<file path="src/rtl/osc_mon_pkg.sv">
// ---------------------------------------------------------------------------
// osc_mon_pkg
// Shared types and constants for the oscillator frequency/presence monitor.
//   mon_state_e       : monitor FSM state encoding
//   DEF_*             : default parameter values (1 MHz clock, 50 MHz fabric)
//   cnt_width()       : counter width needed to hold 0..n-1
// ---------------------------------------------------------------------------
package osc_mon_pkg;

    typedef enum logic [1:0] {
        ST_IDLE    = 2'd0,
        ST_WARMUP  = 2'd1,
        ST_MEASURE = 2'd2
    } mon_state_e;

    localparam int DEF_WINDOW_CYCLES = 1000;
    localparam int DEF_MIN_EDGES     = 19;
    localparam int DEF_MAX_EDGES     = 21;
    localparam int DEF_WARMUP_CYCLES = 256;
    localparam int DEF_GOOD_WINDOWS  = 4;
    localparam int DEF_CNT_W         = 16;

    // Width of a counter that runs 0..n-1; never narrower than one bit.
    function automatic int cnt_width(input int n);
        if (n < 2) begin
            return 1;
        end else begin
            return $clog2(n);
        end
    endfunction

endpackage

</file>
<file path="src/rtl/osc_clk_monitor_if.sv">
// ---------------------------------------------------------------------------
// osc_clk_monitor_if
// Signal bundle between the oscillator monitor and its system user.
//   MON_CLK    : monitored oscillator output (asynchronous to CLK)
//   MON_EN     : monitor enable, level
//   CLR_FAIL   : one-cycle pulse clearing MON_FAIL
//   MON_OK     : oscillator qualified good
//   MON_FAIL   : sticky out-of-band fault
//   MEAS_VALID : one-cycle pulse when MEAS_COUNT updates
//   MEAS_COUNT : edge count of the last completed window
// master = system side driving the controls, slave = the monitor itself.
// ---------------------------------------------------------------------------
interface osc_clk_monitor_if import osc_mon_pkg::*; #(
    parameter int CNT_W = DEF_CNT_W
) ();

    logic             MON_CLK;
    logic             MON_EN;
    logic             CLR_FAIL;
    logic             MON_OK;
    logic             MON_FAIL;
    logic             MEAS_VALID;
    logic [CNT_W-1:0] MEAS_COUNT;

    modport master (
        output MON_CLK, MON_EN, CLR_FAIL,
        input  MON_OK, MON_FAIL, MEAS_VALID, MEAS_COUNT
    );

    modport slave (
        input  MON_CLK, MON_EN, CLR_FAIL,
        output MON_OK, MON_FAIL, MEAS_VALID, MEAS_COUNT
    );

endinterface

</file>
<file path="src/rtl/osc_edge_sync.sv">
// ---------------------------------------------------------------------------
// osc_edge_sync
// Brings an asynchronous clock-like signal into the i_clk domain as data and
// emits a registered one-cycle strobe per rising edge. Latency from the
// input rising to o_edge high is 3 i_clk cycles (2 sync stages + strobe reg).
//   i_clk   : sampling clock
//   i_rst_n : synchronous active-low reset
//   i_async : asynchronous input
//   o_edge  : rising-edge strobe, one i_clk cycle wide
// ---------------------------------------------------------------------------
module osc_edge_sync (
    input  logic i_clk,
    input  logic i_rst_n,
    input  logic i_async,
    output logic o_edge
);

    logic r_sync1;
    logic r_sync2;
    logic r_sync_d;
    logic r_edge;

    // Two-stage synchroniser, a delayed copy for edge detect, and the strobe.
    always_ff @(posedge i_clk) begin
        if (!i_rst_n) begin
            r_sync1  <= 1'b0;
            r_sync2  <= 1'b0;
            r_sync_d <= 1'b0;
            r_edge   <= 1'b0;
        end else begin
            r_sync1  <= i_async;
            r_sync2  <= r_sync1;
            r_sync_d <= r_sync2;
            r_edge   <= r_sync2 & ~r_sync_d;
        end
    end

    assign o_edge = r_edge;

endmodule

</file>
<file path="src/rtl/osc_clk_monitor.sv">
// ---------------------------------------------------------------------------
// osc_clk_monitor
// Counts rising edges of a slow oscillator over fixed windows of CLK cycles
// and qualifies the result against an in-band edge count range.
//   CLK     : fabric clock
//   RESET_N : synchronous active-low reset
//   bus     : osc_clk_monitor_if.slave (MON_CLK/MON_EN/CLR_FAIL in,
//             MON_OK/MON_FAIL/MEAS_VALID/MEAS_COUNT out, all registered)
// ---------------------------------------------------------------------------
module osc_clk_monitor import osc_mon_pkg::*; #(
    parameter int WINDOW_CYCLES = DEF_WINDOW_CYCLES,
    parameter int MIN_EDGES     = DEF_MIN_EDGES,
    parameter int MAX_EDGES     = DEF_MAX_EDGES,
    parameter int WARMUP_CYCLES = DEF_WARMUP_CYCLES,
    parameter int GOOD_WINDOWS  = DEF_GOOD_WINDOWS,
    parameter int CNT_W         = DEF_CNT_W
) (
    input  logic               CLK,
    input  logic               RESET_N,
    osc_clk_monitor_if.slave   bus
);

    localparam int WIN_W  = cnt_width(WINDOW_CYCLES);
    localparam int WARM_W = cnt_width(WARMUP_CYCLES);
    localparam int GOOD_W = cnt_width(GOOD_WINDOWS + 1);

    localparam logic [WIN_W-1:0]  WIN_LAST   = WIN_W'(WINDOW_CYCLES - 1);
    localparam logic [WARM_W-1:0] WARM_LAST  = WARM_W'(WARMUP_CYCLES - 1);
    localparam logic [CNT_W-1:0]  CNT_SAT    = {CNT_W{1'b1}};
    localparam logic [CNT_W-1:0]  CNT_LO     = CNT_W'(MIN_EDGES);
    localparam logic [CNT_W-1:0]  CNT_HI     = CNT_W'(MAX_EDGES);
    localparam logic [GOOD_W-1:0] GOOD_FULL  = GOOD_W'(GOOD_WINDOWS);

    mon_state_e         r_state;
    logic [WARM_W-1:0]  r_warm_cnt;
    logic [WIN_W-1:0]   r_win_cnt;
    logic [CNT_W-1:0]   r_edge_cnt;
    logic [GOOD_W-1:0]  r_good_cnt;
    logic               r_mon_ok;
    logic               r_mon_fail;
    logic               r_meas_valid;
    logic [CNT_W-1:0]   r_meas_count;

    logic               w_edge;
    logic               w_win_end;
    logic               w_in_band;
    logic [CNT_W-1:0]   w_final_cnt;
    logic [GOOD_W-1:0]  w_good_next;

    osc_edge_sync u_edge_sync (
        .i_clk   (CLK),
        .i_rst_n (RESET_N),
        .i_async (bus.MON_CLK),
        .o_edge  (w_edge)
    );

    // Edge count including this cycle's strobe, so an edge on the terminal
    // cycle lands in the closing window; verdict and good-count successor.
    always_comb begin
        w_final_cnt = r_edge_cnt;
        w_good_next = r_good_cnt;
        if (w_edge && (r_edge_cnt != CNT_SAT)) begin
            w_final_cnt = r_edge_cnt + CNT_W'(1'b1);
        end else begin
            w_final_cnt = r_edge_cnt;
        end
        if (r_good_cnt != GOOD_FULL) begin
            w_good_next = r_good_cnt + GOOD_W'(1'b1);
        end else begin
            w_good_next = r_good_cnt;
        end
        w_win_end = (r_state == ST_MEASURE) && (r_win_cnt == WIN_LAST);
        w_in_band = (w_final_cnt >= CNT_LO) && (w_final_cnt <= CNT_HI);
    end

    // FSM, warmup/window/edge counters, measurement result and MON_OK.
    always_ff @(posedge CLK) begin
        if (!RESET_N) begin
            r_state      <= ST_IDLE;
            r_warm_cnt   <= '0;
            r_win_cnt    <= '0;
            r_edge_cnt   <= '0;
            r_good_cnt   <= '0;
            r_mon_ok     <= 1'b0;
            r_meas_valid <= 1'b0;
            r_meas_count <= '0;
        end else if (!bus.MON_EN) begin
            // Disable discards any partial window; MEAS_COUNT holds.
            r_state      <= ST_IDLE;
            r_warm_cnt   <= '0;
            r_win_cnt    <= '0;
            r_edge_cnt   <= '0;
            r_good_cnt   <= '0;
            r_mon_ok     <= 1'b0;
            r_meas_valid <= 1'b0;
        end else begin
            r_meas_valid <= 1'b0;
            case (r_state)
                ST_IDLE: begin
                    r_state    <= ST_WARMUP;
                    r_warm_cnt <= '0;
                end
                ST_WARMUP: begin
                    // Edges seen during warmup are deliberately dropped.
                    if (r_warm_cnt == WARM_LAST) begin
                        r_state    <= ST_MEASURE;
                        r_win_cnt  <= '0;
                        r_edge_cnt <= '0;
                    end else begin
                        r_warm_cnt <= r_warm_cnt + WARM_W'(1'b1);
                    end
                end
                ST_MEASURE: begin
                    if (w_win_end) begin
                        r_win_cnt    <= '0;
                        r_edge_cnt   <= '0;
                        r_meas_count <= w_final_cnt;
                        r_meas_valid <= 1'b1;
                        if (w_in_band) begin
                            r_good_cnt <= w_good_next;
                            r_mon_ok   <= (w_good_next == GOOD_FULL);
                        end else begin
                            r_good_cnt <= '0;
                            r_mon_ok   <= 1'b0;
                        end
                    end else begin
                        r_win_cnt  <= r_win_cnt + WIN_W'(1'b1);
                        r_edge_cnt <= w_final_cnt;
                    end
                end
                default: begin
                    r_state <= ST_IDLE;
                end
            endcase
        end
    end

    // Sticky fault: an out-of-band verdict outranks a coincident clear.
    always_ff @(posedge CLK) begin
        if (!RESET_N) begin
            r_mon_fail <= 1'b0;
        end else if (bus.MON_EN && w_win_end && !w_in_band) begin
            r_mon_fail <= 1'b1;
        end else if (bus.CLR_FAIL) begin
            r_mon_fail <= 1'b0;
        end else begin
            r_mon_fail <= r_mon_fail;
        end
    end

    assign bus.MON_OK     = r_mon_ok;
    assign bus.MON_FAIL   = r_mon_fail;
    assign bus.MEAS_VALID = r_meas_valid;
    assign bus.MEAS_COUNT = r_meas_count;

endmodule

</file>
<file path="src/flat_wrapper.sv">
// flat-port wrapper written by rule: the top's interface ports become plain ports
module osc_clk_monitor_flat import osc_mon_pkg::*;
#(
    parameter int WINDOW_CYCLES = DEF_WINDOW_CYCLES,
    parameter int MIN_EDGES     = DEF_MIN_EDGES,
    parameter int MAX_EDGES     = DEF_MAX_EDGES,
    parameter int WARMUP_CYCLES = DEF_WARMUP_CYCLES,
    parameter int GOOD_WINDOWS  = DEF_GOOD_WINDOWS,
    parameter int CNT_W         = DEF_CNT_W
)
  (CLK, RESET_N, bus_MON_CLK, bus_MON_EN, bus_CLR_FAIL, bus_MON_OK, bus_MON_FAIL, bus_MEAS_VALID, bus_MEAS_COUNT);
  osc_clk_monitor_if #(.CNT_W(CNT_W)) bus_i ();
  input  logic CLK;
  input  logic RESET_N;
  input wire logic [$bits(bus_i.MON_CLK)-1:0] bus_MON_CLK;
  input wire logic [$bits(bus_i.MON_EN)-1:0] bus_MON_EN;
  input wire logic [$bits(bus_i.CLR_FAIL)-1:0] bus_CLR_FAIL;
  output wire logic [$bits(bus_i.MON_OK)-1:0] bus_MON_OK;
  output wire logic [$bits(bus_i.MON_FAIL)-1:0] bus_MON_FAIL;
  output wire logic [$bits(bus_i.MEAS_VALID)-1:0] bus_MEAS_VALID;
  output wire logic [$bits(bus_i.MEAS_COUNT)-1:0] bus_MEAS_COUNT;
  assign bus_i.MON_CLK = bus_MON_CLK;
  assign bus_i.MON_EN = bus_MON_EN;
  assign bus_i.CLR_FAIL = bus_CLR_FAIL;
  assign bus_MON_OK = bus_i.MON_OK;
  assign bus_MON_FAIL = bus_i.MON_FAIL;
  assign bus_MEAS_VALID = bus_i.MEAS_VALID;
  assign bus_MEAS_COUNT = bus_i.MEAS_COUNT;
  osc_clk_monitor #(.WINDOW_CYCLES(WINDOW_CYCLES), .MIN_EDGES(MIN_EDGES), .MAX_EDGES(MAX_EDGES), .WARMUP_CYCLES(WARMUP_CYCLES), .GOOD_WINDOWS(GOOD_WINDOWS), .CNT_W(CNT_W)) u_core (.CLK(CLK), .RESET_N(RESET_N), .bus(bus_i));
endmodule
</file>
<file path="config.mk">
export PLATFORM = sky130hd
export DESIGN_NAME = osc_clk_monitor_flat
export DESIGN_NICKNAME = d
export VERILOG_FILES = /design/src/rtl/osc_mon_pkg.sv /design/src/rtl/osc_clk_monitor_if.sv /design/src/rtl/osc_edge_sync.sv /design/src/rtl/osc_clk_monitor.sv /design/src/flat_wrapper.sv
export SDC_FILE = /design/constraint.sdc
export NUM_CORES = 1
export LEC_CHECK = 0
export CAP_MARGIN = 20
export CELL_PAD_IN_SITES_DETAIL_PLACEMENT = 2
export CELL_PAD_IN_SITES_GLOBAL_PLACEMENT = 2
export CORE_ASPECT_RATIO = 1.25
export CORE_MARGIN = 2
export CORE_UTILIZATION = 37
export DETAILED_ROUTE_END_ITERATION = 10
export PLACE_DENSITY_LB_ADDON = 0.1
export SLEW_MARGIN = 10
export SYNTH_ARGS = -nofsm -noshare
export SYNTH_HDL_FRONTEND = slang
export SYNTH_SLANG_ARGS = --single-unit
</file>
<file path="constraint.sdc">
create_clock -name CLK -period 4.4 [get_ports CLK]
set_input_delay 0.88 -clock CLK [delete_from_list [all_inputs] [get_ports CLK]]
set_output_delay 0.88 -clock CLK [all_outputs]
set_load 0.1 [all_outputs]
</file>
==> reports/metrics.csv, run 1 <==
stage,metric,value,unit
floorplanning,Initial Util,37.94,%
global_routing,first-pass GRT wire length,16.76,mm
sta,Least-Margin Pin Slew,996.5,ps
power,Leak,1.208,nW
synthesis,Post-synth ARST share,0,%
drt,Iter 0 DRT Violations,101,
synthesis,Yosys warnings,0,
synthesis,"top cells by area, synth","dfxtp_1, nand2_1, nor2_1, o21ai_0, a21oi_1",
clock_network,H-Tree Depth,3,
sta,final hold vios,0,
layout,share of post-route cells with drive strength above 1,7.306,%
sta,final cycle utilization of the critical path,73.32,%
global_routing,grt ovf,0,
floorplanning,die area,9648,µm²
sta,Finish-stage setup viols,0,
layout,Fillers,1027,
synthesis,"Distinct cells, synth",54,
placed_design,# port buffers,23,
drt,Total Wirelength,10.19,mm
clock_network,CTS max path bufs,2,
placed_design,dpl hpwl,7.233,mm
global_routing,largest net degree at the start of global routing,33,
critical_path,reg2reg path depth,8,
synthesis,"Cell Area, Synth",3283,µm²
critical_path,"Arr. time, crit path",3510,ps
clock_network,CTS Root Cell,clkbuf_8,
clock_network,CTS Buf Count,9,
status,status,"complete, no violations",
synthesis,top cell type's share of synthesized area,37.80,%
critical_path,R2R setup slack,1170,ps
critical_path,Reg-to-Reg End,u_core.r_good_cnt[0],
worst_hold_path,hold_sp,u_core.u_edge_sync.r_sync_d,
clock_network,Post-CTS Resized,0,
floorplanning,Die X,88.26,µm
power,Pwr Density,303.7,nW/µm²
worst_hold_path,Worst Hold End,u_core.u_edge_sync.o_edge,
sta,Post-Route Skew,9.665,ps
synthesis,"Avg Cell Area, Syn",7.743,µm²
drt,WL/cell,18.26,µm
floorplanning,Core Area,8653,µm²
global_routing,vias in the first global route,3337,
synthesis,Synth Instances,424,
synthesis,most common flop cell mapped by yosys,dfxtp_1,
drt,vias post-DR,3136,
critical_path,Setup crit start kind,register,
synthesis,dominant cell type by area after synthesis,dfxtp_1,
worst_hold_path,Hold/Removal Path Class,reg2reg,
floorplanning,Die Span Y,109.3,µm
clock_network,Post-CTS Setup Inserts,0,
placed_design,Final Wtd Congestion,0.8737,
floorplanning,Boundary Pins,24,
clock_network,Clock transition at path regs,80,ps
sta,Slew HR,33.36,%
power,maximum VDD drop,0.1526,mV
drt,detailed-route DRC error count,0,
global_routing,Total Routing Usage GR,22.61,%
global_routing,antenna violations before repair,0,
power,Overall Power,1.149,mW
drt,antenna-violating nets left,0,
layout,multi-input logic area,1898,µm²
clock_network,hold_buf cts,0,
layout,"commonest non-fill, non-tap cell in the layout",dfxtp_1,
sta,min cycle time layout,3226,ps
synthesis,syn_nets,434,
critical_path,Worst Path Max Fanout,9,
sta,RSZ-0062 raised after global routing,false,
drt,Detailed Routing Iterations Pass 1,4,
synthesis,"EDFF count, synth",0,
synthesis,register bit total from synthesis,62,
floorplanning,Row Count,38,
critical_path,Critical Path RT,4680,ps
sta,Achievable Freq,0.3100,GHz
flow_run,max-cap viol count,0,
drt,DR vias/cell,5.620,
critical_path,CP Class,reg2reg,
sta,Max Transition Viols Final,0,
critical_path,"slowest stage delay, CP",590,ps
worst_hold_path,hold depth,1,
layout,"commonest non-fill, non-tap cells in the layout","dfxtp_1, nand2_1, nor2_1",
layout,Area Growth Syn to Fin,15.21,%
layout,nets@finish,443,
clock_network,worst skew pair latency,350,ps
layout,Antenna diodes,0,
critical_path,"Cell Chain, Critical Path",ha_1 -> nand4_1 -> or4_4 -> and2_0 -> a31o_2 -> a2111oi_4 -> nand3_1 -> a21oi_1,
sta,setup tns final,0,ps
critical_path,Reg2Reg Launch Point,u_core.r_edge_cnt[0],
layout,final core utilization,43.71,%
clock_network,CTS tree,done,
critical_path,Setup crit end kind,register,
synthesis,sequential area share after synthesis,37.80,%
clock_network,CTS sink count,62,
layout,Seq. cell area,1241,µm²
critical_path,Worst path slowest cell,or4_4,
[sequential cells by signal, indices dropped and copies added (netlist names)]
signal and cells:
u_core.bus.MON_FAIL 1, u_core.bus.MON_OK 1, u_core.r_good_cnt 3, u_core.bus.MEAS_COUNT 16
u_core.r_state 2, u_core.r_warm_cnt 8, u_core.bus.MEAS_VALID 1, u_core.u_edge_sync.r_sync2 1
u_core.r_edge_cnt 16, u_core.u_edge_sync.r_sync1 1, u_core.u_edge_sync.o_edge 1, u_core.u_edge_sync.r_sync_d 1
u_core.r_win_cnt 10
[worst max path at each step]
stage                               startpoint                    to  slack [ps]  cells past startpoint
after global placement    u_core.r_edge_cnt[0]  u_core.r_good_cnt[0]        1350                      8
after CTS                 u_core.r_edge_cnt[0]  u_core.r_good_cnt[1]        1160                      8
after global routing      u_core.r_edge_cnt[0]  u_core.r_good_cnt[0]         950                      8
after detailed placement  u_core.r_edge_cnt[0]  u_core.r_good_cnt[0]        1210                      8
final                     u_core.r_edge_cnt[0]  u_core.r_good_cnt[0]        1170                      8
after floorplan           u_core.r_edge_cnt[0]  u_core.r_good_cnt[0]        1680                      9
[routing by layer]
metal | share of wire (%) | track usage [%] | vias to the layer above
met3 | 1.8 | 3.754 | 15
met5 | 0 | 0 | -
met4 | 2.0 | 7.359 | 0
met2 | 54 | 42.21 | 31
met1 | 43 | 25.72 | 1572
li1 | - | - | 1518
[report_power, final]
part | switching [mW] | total, mW | leakage (nW) | internal (mW)
sequential | 0.00390 | 0.567 | 0.500 | 0.563
clock | 0.238 | 0.556 | 0.106 | 0.318
combinational | 0.0150 | 0.0249 | 0.601 | 0.00991
total | 0.257 | 1.15 | 1.21 | 0.891
[cells in the mapped netlist (2+ instances only)]
| cell | n |
|---|---|
| xnor2_1 | 8 |
| nand3_1 | 16 |
| nand3_2 | 2 |
| or3_1 | 3 |
| mux2i_1 | 2 |
| or4_4 | 2 |
| nor2b_1 | 3 |
| or4_1 | 2 |
| and4_1 | 3 |
| and3_1 | 8 |
| or2_2 | 2 |
| a22oi_1 | 13 |
| nand3b_1 | 5 |
| nor4_1 | 3 |
| ha_1 | 5 |
| buf_1 | 2 |
| and2_1 | 12 |
| nand2_1 | 50 |
| dfxtp_1 | 62 |
| nor2_1 | 50 |
| buf_2 | 6 |
| inv_1 | 9 |
| clkbuf_1 | 18 |
| a21oi_1 | 29 |
| a21boi_0 | 10 |
| a31oi_1 | 5 |
| mux2_2 | 2 |
| nand4_1 | 13 |
| a311oi_1 | 3 |
| nor3_1 | 13 |
| o21ai_1 | 2 |
| o21ai_0 | 31 |
| nand2b_1 | 2 |
| xor2_1 | 8 |
[final cells by class]
class / instances / area share (%)
clock buffer: 10 / 3.374
clock inverter: 6 / 2.282
tap: 120 / 3.970
timing repair buffer: 25 / 6.484
multi-input combinational: 326 / 50.18
inverter: 9 / 0.8932
sequential: 62 / 32.82
[cell families (layout without fill, tap and decap cells)]
family          count (synthesis)  after routing  synth area share [%]
compound gates                105            105                 20.08
xor+xnor                       16             16                 4.268
fa+ha+maj                       5              5                 1.905
buf+inv                        36             50                 4.459
flops                          62             62                 37.80
mux                             4              4                 1.296
simple gates                  196            196                 30.18
[worst max-delay path: cells and delay by family (launching register included)]
kind	cells	cell delay (ps)
AOI/OAI and AO/OA	3	1020
adders and majority gates	1	410
DFF	1	460
and+or+nand+nor	4	1280
[metrics by stage]
| step | instance area, µm² | std cells | hold WS, ps | setup slack, ps |
|---|---|---|---|---|
| CTS | 3782 | 558 | 406.6 | 1156 |
| detailed placement | 3568 | 542 | 393.3 | 1208 |
| global placement | 3568 | 542 | 379.8 | 1353 |
| finish | 3782 | 558 | 395.5 | 1174 |
| global route | 3782 | 558 | 428.3 | 945.6 |
| floorplan | 3283 | 424 | 367.4 | 1680 |
Power figures use the tool's default switching activity.
==> inputs of run 2 (changes only) <==
--- a/config.mk
+++ b/config.mk
@@ -10,7 +10,7 @@
 export CELL_PAD_IN_SITES_GLOBAL_PLACEMENT = 2
 export CORE_ASPECT_RATIO = 1.25
 export CORE_MARGIN = 2
-export CORE_UTILIZATION = 37
+export CORE_UTILIZATION = 35
 export DETAILED_ROUTE_END_ITERATION = 10
 export PLACE_DENSITY_LB_ADDON = 0.1
 export SLEW_MARGIN = 10
==> constraint.sdc (replaced) <==
create_clock -name CLK -period 3 [get_ports CLK]
set_input_delay 0.6 -clock CLK [delete_from_list [all_inputs] [get_ports CLK]]
set_output_delay 0.6 -clock CLK [all_outputs]
set_load 0.1 [all_outputs]
==> run 2 against run 1 <==
Compared with the run above: via count up 3.3%; final cell count up 5.2%; sequential share of layout area is 1.9 points lower; sequential power increased by 47%; sequential cell count stayed put; largest power group is now clock; die area increased by 5.5%; critical endpoint is now u_core.r_good_cnt[2]; count of clock-buffer cells in the layout is 2 higher; register-to-register slack worse by 980 ps; routed wire length increased by 8.6%; total power grew 61%.
==> reports/metrics.csv, run 2 (synthesis results as in run 1) <==
stage,metric,value,unit,change
status,status,"complete, no violations",,
critical_path,Setup crit end kind,register,,
layout,"commonest non-fill, non-tap cell in the layout",dfxtp_1,,
layout,nets@finish,470,,+6.1%
global_routing,largest net degree at the start of global routing,24,,-27%
floorplanning,Die X,90.63,µm,+2.7%
clock_network,Clock transition at path regs,50,ps,-30 ps
power,cell-internal power,1.443,mW,+62%
placed_design,dpl hpwl,7.975,mm,+10%
sta,Achievable Freq,0.3565,GHz,+15%
placed_design,Final Wtd Congestion,0.8661,,-0.87%
clock_network,CTS tree,done,,
critical_path,"Cell Chain, Critical Path",ha_1 -> nand4_1 -> or4_4 -> and2_0 -> a31o_2 -> a2111oi_4 -> buf_4 -> nand4_1 -> a21oi_1,,
drt,antenna-violating nets left,0,,unchanged
drt,Detailed Routing Iterations Pass 1,4,,unchanged
drt,DR vias/cell,5.518,,-1.8%
drt,met2 wire length,5.880,mm,+7.5%
critical_path,Most Frequent Cell on Critical Path,nand4_1,,
clock_network,CTS Buf Count,9,,unchanged
clock_network,hold_buf cts,0,,unchanged
drt,Total Wirelength,11.07,mm,+8.6%
layout,share of post-route cells with drive strength above 1,16.81,%,+9.5 points
layout,final core utilization,43.95,%,+0.24 points
critical_path,Critical Path RT,3270,ps,-1410 ps
power,Pwr Density,461.1,nW/µm²,+52%
floorplanning,Core Area,9125,µm²,+5.5%
critical_path,"slowest stage delay, CP",570,ps,-20 ps
power,Switch Pwr,0.4065,mW,+58%
critical_path,Worst Path Max Fanout,7,,-2
worst_hold_path,Hold/Removal Path Class,reg2reg,,
sta,Hold WS,387.0,ps,-8.483 ps
clock_network,CTS Root Cell,clkbuf_16,,
placed_design,Post-DP Area,3712,µm²,+4.0%
layout,Area Growth Syn to Fin,22.14,%,
floorplanning,Boundary Pins,24,,unchanged
layout,Post-Layout Cell Count,587,,+5.2%
drt,WL/cell,18.85,µm,+3.2%
placed_design,pre-CTS WS,124.3,ps,-1084 ps
critical_path,Setup crit start kind,register,,
layout,"commonest non-fill, non-tap cells in the layout","dfxtp_1, nand2_1, nor2_1",,
critical_path,Worst path slowest cell,or4_4,,
sta,Slew HR,37.51,%,+4.2 points
global_routing,first-pass GRT wire length,18.86,mm,+13%
drt,Max Used Layer,met4,,
sta,Finish-stage setup viols,0,,unchanged
worst_hold_path,hold depth,1,,unchanged
global_routing,Total Routing Usage GR,23.88,%,+1.3 points
drt,vias post-DR,3239,,+3.3%
sta,Least-Margin Pin Slew,936.4,ps,-60.15 ps
critical_path,"Arr. time, crit path",3070,ps,-440 ps
drt,detailed-route DRC error count,0,,unchanged
layout,Antenna diodes,0,,unchanged
clock_network,worst skew pair latency,340,ps,about the same
floorplanning,Row Count,39,,+2.6%
global_routing,antenna violations before repair,0,,unchanged
critical_path,CP Class,reg2reg,,
placed_design,Post-Place Cells,570,,+5.2%
clock_network,CTS max path bufs,2,,unchanged
critical_path,critical path depth,9,,+1
clock_network,CTS sink count,62,,unchanged
placed_design,# port buffers,23,,unchanged
sta,Max Transition Viols Final,0,,unchanged
power,Comb power frac,2.4,%,+0.2 points
global_routing,vias in the first global route,3596,,+7.8%
drt,met1 wire length,4.468,mm,+3.1%
power,Leak,1.412,nW,+17%
layout,fin area,4010,µm²,+6.0%
critical_path,Buf/Inv on CP,1,,+1
sta,setup ws final,195.0,ps,-979.1 ps
sta,final hold vios,0,,unchanged
flow_run,max-cap viol count,0,,unchanged
clock_network,H-Tree Depth,3,,unchanged
sta,final cycle utilization of the critical path,93.50,%,+20 points
floorplanning,die area,10180,µm²,+5.5%
drt,WL met3,302,µm,+67%
power,Net Sw Frac,21.98,%,-0.40 points
critical_path,reg2reg path depth,9,,+1
drt,Iter 0 DRT Violations,72,,-29%
power,Seq pwr share,44.9,%,-4.5 points
floorplanning,Die Span Y,112.3,µm,+2.7%
critical_path,"Largest delay share family, worst path",simple AND/OR/NAND/NOR gates,,
power,clock share of power,52.7,%,+4.3 points
sta,Post-Route Skew,6.688,ps,-2.977 ps
sta,min cycle time layout,2805,ps,-420.9 ps
global_routing,grt ovf,0,,unchanged
power,maximum VDD drop,0.2780,mV,+82%
floorplanning,Initial Util,35.98,%,-2.0 points
[run 2: changes by cell type in the layout (fill, tap and decap cells not counted), moves of 2 or more]
cell	before	now
bufinv_16	2	0
clkbuf_8	9	2
buf_4	2	48
clkdlybuf4s50_1	23	4
clkbuf_16	0	9
[run 2: final timing paths]
path / slack [ps] / startpoint / end
worst min-delay path: 390 / u_core.u_edge_sync.r_sync_d / u_core.u_edge_sync.o_edge
worst max register to register: 200 / u_core.r_edge_cnt[0] / u_core.r_good_cnt[2]
worst max-delay path: 200 / u_core.r_edge_cnt[0] / u_core.r_good_cnt[2]
worst min register to register: 390 / u_core.u_edge_sync.r_sync_d / u_core.u_edge_sync.o_edge
[run 2: timing repair]
item,4_1_cts,5_1_grt
setup buffers,0,2
gates resized for setup,0,1
endpoints found under the setup margin,0,4
[run 2: final cells by class]
class / count / area [µm²]
fillers: 1088 / 5115
multi-input cells: 326 / 1904
flip-flops and latches: 62 / 1241
repair buffers: 52 / 400.4
clock buffers: 12 / 256.5
well taps: 123 / 153.9
inverters: 9 / 33.78
clock inverters: 3 / 20.02
[run 2: power groups by stage]
stage,sequential (mW),combinational [mW],clock [mW]
after global placement,0.848,0.0422,0
after floorplan,0.847,0.0231,0
final,0.831,0.0440,0.974
after CTS,0.831,0.0442,1.01
after global routing,0.831,0.0490,1.04
after detailed placement,0.849,0.0436,0
[run 2: stage by stage]
| stage | power (mW) | setup TNS (ps) |
|---|---|---|
| 2_1_floorplan | 0.8702 | 0 |
| 3_3_place_gp | 0.8903 | 0 |
| 3_5_place_dp | 0.8921 | 0 |
| 4_1_cts | 1.886 | 0 |
| 5_1_grt | 1.925 | -8.894 |
| 6_report | 1.849 | 0 |
[run 2: metal layers]
metal  global-route usage [%]  up-vias
li1                         -     1567
met1                    25.66     1611
met2                    43.23       38
met3                    5.369       23
met4                    12.92        0
met5                        0        -
